File: config.mk
export PLATFORM = sky130hd
export DESIGN_NAME = nanov_mul_seq
export DESIGN_NICKNAME = d
export VERILOG_FILES = /design/src/rtl/nanov_mul_seq.sv
export SDC_FILE = /design/constraint.sdc
export NUM_CORES = 1
export LEC_CHECK = 0
export CORE_ASPECT_RATIO = 0.8
export CORE_MARGIN = 3
export CORE_UTILIZATION = 45
export CTS_CLUSTER_SIZE = 20
export DETAILED_ROUTE_END_ITERATION = 6
export PLACE_DENSITY = 0.76
export SYNTH_ARGS = -nofsm -noshare
export SYNTH_HDL_FRONTEND = slang
export SYNTH_SLANG_ARGS = --single-unit
export TNS_END_PERCENT = 5
File: constraint.sdc
create_clock -name clk -period 4.35 [get_ports clk]
set_input_delay 0.87 -clock clk [delete_from_list [all_inputs] [get_ports clk]]
set_output_delay 0.87 -clock clk [all_outputs]
set_load 0.02 [all_outputs]
File: src/rtl/nanov_mul_seq.sv
// nanov_mul_seq: sequencer for the serial 32x32->32 low-half multiplier.
// Clears the accumulator, streams b bits, drains the product serially.
module nanov_mul_seq #(
  parameter bit EARLY_EXIT = 1'b1
) (
  input  logic        clk,
  input  logic        rst,
  input  logic        start,
  input  logic [31:0] op_a,
  input  logic [31:0] op_b,
  output logic        busy,
  output logic [31:0] result,
  output logic        result_valid,
  input  logic        result_ready,
  output logic        mul_rstn,
  output logic [31:0] mul_a,
  output logic        mul_b,
  output logic        mul_read_out,
  input  logic        mul_d
);

  typedef enum logic [2:0] {
    S_IDLE,
    S_CLEAR,
    S_MUL,
    S_READ,
    S_DONE
  } state_t;

  state_t      r_state;
  state_t      w_next;
  logic [31:0] r_a;
  logic [31:0] r_b;
  logic [4:0]  r_cnt;
  logic [31:0] r_result;
  logic        r_valid;
  logic        w_mul_last;
  logic        w_read_last;

  // MUL ends on the last set b bit (early exit) or after 32 cycles
  assign w_mul_last  = EARLY_EXIT ? (r_b[31:1] == 31'd0)
                                  : (r_cnt == 5'd31);
  assign w_read_last = (r_cnt == 5'd31);

  // State register
  always_ff @(posedge clk or posedge rst) begin
    if (rst) r_state <= S_IDLE;
    else     r_state <= w_next;
  end

  // Next-state logic; DONE only exits once the valid flag is up
  always_comb begin
    w_next = r_state;
    unique case (r_state)
      S_IDLE:  if (start) w_next = S_CLEAR;
      S_CLEAR: w_next = S_MUL;
      S_MUL:   if (w_mul_last) w_next = S_READ;
      S_READ:  if (w_read_last) w_next = S_DONE;
      S_DONE:  if (r_valid && result_ready) w_next = S_IDLE;
      default: w_next = S_IDLE;
    endcase
  end

  // Operand shifting, counter, serial result capture, valid flag
  always_ff @(posedge clk or posedge rst) begin
    if (rst) begin
      r_a      <= '0;
      r_b      <= '0;
      r_cnt    <= '0;
      r_result <= '0;
      r_valid  <= 1'b0;
    end else begin
      unique case (r_state)
        S_IDLE: begin
          if (start) begin
            r_a   <= op_a;
            r_b   <= op_b;
            r_cnt <= '0;
          end
        end
        S_MUL: begin
          r_a   <= r_a << 1;
          r_b   <= r_b >> 1;
          r_cnt <= w_mul_last ? 5'd0 : r_cnt + 5'd1;
        end
        S_READ: begin
          r_result <= {mul_d, r_result[31:1]};
          r_cnt    <= r_cnt + 5'd1;
        end
        S_DONE: begin
          if (!r_valid)          r_valid <= 1'b1;
          else if (result_ready) r_valid <= 1'b0;
        end
        default: ;
      endcase
    end
  end

  assign busy         = (r_state != S_IDLE);
  assign result       = r_result;
  assign result_valid = r_valid;
  assign mul_rstn     = ~rst & (r_state != S_CLEAR);
  assign mul_a        = r_a;
  assign mul_b        = (r_state == S_MUL) & r_b[0];
  assign mul_read_out = (r_state == S_READ);

endmodule

Word level (Yosys, flattened, before mapping)
Index checks and enable logic that the tools add are counted.
{"block": "totals", "ff_bits": 105, "out_inout_bits": 69, "wordCells": 43}
{"block": "classes", "n_addsub": 1, "n_eq_ne": 10, "mux": 14, "bitwise": 3, "n_reduce_logical": 9}
{"op": "case mux 32 bit (2 select lines)", "n": 2}
{"op": "2-to-1 mux 32 bit", "n": 2}
{"op": "zero test 31 bit", "n": 1}
{"op": "case mux 3 bit (5 select lines)", "n": 1}
{"op": "case mux 5 bit (3 select lines)", "n": 1}
{"op": "2-to-1 mux 3 bit", "n": 4}
{"op": "2-to-1 mux 5 bit", "n": 2}
{"op": "equality test 3 x 2 -> 1 bit, second input constant", "n": 2}
{"op": "inequality test 2 bit, second input constant", "n": 3}
{"op": "nonzero test 3 bit", "n": 2}
{"op": "adder 5 x 1 -> 5 bit, second input constant", "n": 1}
{"op": "equality test 5 bit, second input constant", "n": 1}
{"op": "AND reduction 2 bit", "n": 2}
{"op": "AND reduction 4 bit", "n": 1}
{"op": "equality test 3 x 1 -> 1 bit, second input constant", "n": 1}
{"op": "equality test 3 bit, second input constant", "n": 1}
{"op": "zero test 3 bit", "n": 1}
{"op": "inequality test 3 x 1 -> 1 bit, second input constant", "n": 1}
{"op": "AND 1 bit", "n": 2}
{"op": "2-to-1 mux 1 bit", "n": 2}
{"op": "inequality test 2 x 1 -> 1 bit, second input constant", "n": 1}
{"op": "nonzero test 2 bit", "n": 1}
{"op": "logical AND 1 bit", "n": 1}
{"op": "NOT 1 bit", "n": 1}

Depth between registers and ports, before layout
{"block": "logic_depth", "ltp_word": 3, "ltp_mapped": 6, "depth_no_buf": 5}

Worst setup path before layout
Ideal clock, no wire load.
{"block": "synth_path", "path_type": "reg2out", "startpoint": "register r_state[0]", "endpoint": "output mul_b", "arrival_ns": 1.260, "required_time_ns": 3.480, "slack_ns": 2.220, "path_stages_with_launch": 6, "path_buffers": 3, "cell_sequence": "dfrtp_1 -> buf_2 -> nor2_4 -> buf_4 -> buf_2 -> and3_1"}
{"block": "synth_between", "elab_chain_len": 2}
{"item": "from (decl)", "line_no": "30", "text": "state_t r_state;"}
{"item": "from (signal assigned)", "line_no": "48", "text": "else r_state <= w_next;"}
{"item": "equality test 3 x 2 -> 1 bit", "line_no": "104", "text": "assign mul_b = (r_state == S_MUL) & r_b[0];"}
{"item": "AND 1 bit", "line_no": "104"}
{"item": "to (decl)", "line_no": "17", "text": "output logic mul_b,"}
No other way between the ends.

Final worst setup path
{"block": "layout_path", "startpoint": "input rst", "endpoint": "output mul_rstn"}
{"block": "layout_between", "elab_chain_len": 2}
{"item": "from (decl)", "line_no": "7", "text": "input logic rst,"}
{"item": "NOT 1 bit", "line_no": "102", "text": "assign mul_rstn = ~rst & (r_state != S_CLEAR);"}
{"item": "AND 1 bit", "line_no": "102"}
{"item": "to (decl)", "line_no": "15", "text": "output logic mul_rstn,"}
No other way between the ends.

==> results_dict.tcl <==
set metrics [dict create \
    drtPass1Iterations 4 \
    drtIter0Drc 399 \
    grt_usage 0.2113 \
    cts_tree "done" \
    cp-start-kind "input pin" \
    antenna_found_initial 0 \
    p_total_mw 4.506 \
    grt_max_degree 79 \
    core_area_um2 9889 \
    synthFlopType "dfrtp_1" \
    critPathRequiredTime_ns 3.48 \
    r2r-start "r_state[0]" \
    cts_resized 0 \
    cts_root_buf "clkbuf_16" \
    maxCapViolCount 0 \
    stdcell_area_um2 6346 \
    p_per_area_nw_per_um2 710.1 \
    drt-total-wl_um 12150 \
    r2r-end "mul_a[12]" \
    setup_violations 0 \
    ctsHoldBuffers 0 \
    yosys_register_bits 105 \
    final_antenna_net_count 0 \
    place_congestion 0.7981 \
    period_share 0.6916 \
    die_width_um 119.9 \
    clk_pin_slew_worst_paths_ns 0.06 \
    io_buffer_count 137 \
    cts_made_buffers 9 \
    antenna_cells 0 \
    place_area_um2 6055 \
    finalCoreUtilization 0.6417 \
    timing.fmax_mhz 332.4 \
    report.final.slew_viol_count 0 \
    dieArea_um2 11640 \
    grt_pass1_vias 3843 \
    endpoint_kind "output pin" \
    rows 32 \
    grt_overflow 0 \
    syn_area_um2 4667 \
    setup-tns-final_ns 0 \
    cts_buffer_depth 2 \
    vias_per_cell 5.928 \
    seq_area_frac_synth 0.5630 \
    io_pins 138 \
    initial_core_util 0.4719 \
    ys_types 34 \
    vias 4049 \
    worst_slew_pin_slew_ns 1.178 \
    crit_start "rst" \
    crit_end "mul_rstn" \
    r2r_setup_slack_ns 1.53 \
    h-tree-depth 3 \
    yosysWarnings 0 \
    hp-class "reg -> reg" \
    crit_arrival_ns 2.14 \
    cp_max_fo 2 \
    drc 0 \
    p_leak_nw 2.469 \
    synth_edf_count 0 \
    clock-sinks 105 \
    reg2reg_depth 5 \
    synth_area_leader_cell "dfrtp_1" \
    wl_per_cell_um 17.79 \
    avgSynthCellArea_um2 10.90 \
    synthesis.instances 428 \
    grt_pass1_wl_um 20160 \
    finalHoldViolCount 0 \
    status "completed" \
    async_flop_share 1.000 \
    fin_crit_ns 3.008 \
    drive_gt1_frac 0.1079 \
    crit_type "in -> out" \
    synthTopCellsByArea "dfrtp_1, o22ai_1, mux2_2" \
    nets 613 \
    die_y_um 97.09 \
    finClkSkew_ns 0.007622 \
    cts_setup_buffers 0 \
    syn_nets 499 \
    worst_slew_margin_rel 0.2121 \
    ir_drop_mv 0.3379 \
    insertion_delay_ns 0.34 \
    rsz0062_at_grt "false" \
    synth_top_area_frac 0.5630 \
    dpl.hpwl_um 7892 \
    area_delta_synth_final_pct 35.98 \
]
-- layout make-up --
type                            instances  area (um2)
Clock buffer                           14       254.0
Clock inverter                          2       37.54
Fill cell                             807        3543
Inverter                                6       25.02
Multi-Input combinational cell        278        1828
Sequential cell                       105        2628
Tap cell                              136       170.2
Timing Repair Buffer                  142        1404
-- kinds of logic (layout without fill, tap and decap cells) --
group,after synthesis,count (layout),share of synthesized area
AO/OA/AOI/OAI,204,204,0.2592
XOR/XNOR,2,2,0.003754
adder cells (fa/ha/maj),2,2,0.005361
buffers and inverters,45,164,0.04638
flip-flops,105,105,0.5630
multiplexers,32,32,0.07721
AND/OR/NAND/NOR,38,38,0.04504
-- cells in the final DEF, fill, tap and decap left out, types with 2 or more instances in the layout --
cell             instances
clkdlybuf4s50_1        136
nor4_1                   7
nand4_1                  2
a31oi_1                  4
ha_1                     2
a211oi_1                 2
o21ai_0                 10
mux2_2                  32
and3_1                   4
a21oi_1                 61
inv_2                    2
nor2b_1                  3
o22ai_1                121
xor2_1                   2
clkbuf_1                 4
dfrtp_1                105
nand2_1                  8
o211ai_1                 2
inv_1                    3
buf_4                    5
clkbuf_16                9
nand2_2                  2
nor2_1                   4
-- worst max-delay path, cell delays in order --
cell and delay (ns):
clkdlybuf4s50_1 0.48, a31oi_1 0.17, clkdlybuf4s50_1 0.62
-- synth_stat cells (all sizes together) (2+ instances only) --
library cell and number:
o21ai 10, nor2 5, inv 6, nor4 7, nand4 2, clkbuf 8
a211oi 2, o22ai 121, ha 2, o211ai 2, nor2b 3, a21oi 61
mux2 32, a31oi 4, nand2 10, dfrtp 105, xor2 2, nand3 2
buf 31, and3 4
-- stage by stage --
| stage | setup slack [ns] | hold WS [ns] | cells |
|---|---|---|---|
| 2_1_floorplan | 0.7195 | 0.4563 | 428 |
| 3_3_place_gp | 1.374 | 0.4743 | 667 |
| 3_5_place_dp | 1.332 | 0.4872 | 667 |
| 4_1_cts | 1.326 | 0.5048 | 683 |
| 5_1_grt | 1.275 | 0.5412 | 683 |
| 6_report | 1.342 | 0.5007 | 683 |
-- power by group --
part | leakage, nW | switching (mW) | internal [mW] | total [mW]
registers | 1.20 | 0.368 | 1.36 | 1.72
logic | 1.13 | 1.06 | 0.930 | 1.99
clock network | 0.137 | 0.331 | 0.463 | 0.794
total | 2.47 | 1.76 | 2.75 | 4.51
-- registers in the layout, indices dropped and copies added (netlist names) --
signal,cells
mul_a,32
r_b,32
r_cnt,5
r_state,3
result,32
result_valid,1
-- how the worst min path moves through the flow --
stage | from | endpoint | slack, ns | cells past startpoint
finish | r_cnt[4] | r_cnt[4] | 0.50 | 2
detailed placement | r_cnt[4] | r_cnt[4] | 0.49 | 2
global route | r_cnt[4] | r_cnt[4] | 0.54 | 2
global placement | r_cnt[4] | r_cnt[4] | 0.47 | 2
floorplan | r_cnt[4] | r_cnt[4] | 0.46 | 2
CTS | r_cnt[4] | r_cnt[4] | 0.50 | 2
-- layer usage --
metal | track usage | routed length, um
met1 | 0.3046 | 5416
met3 | 0.04889 | 764
met4 | 0.05458 | 145
met2 | 0.3247 | 5827
met5 | 0 | 0
(Power assumes the default switching activity.)
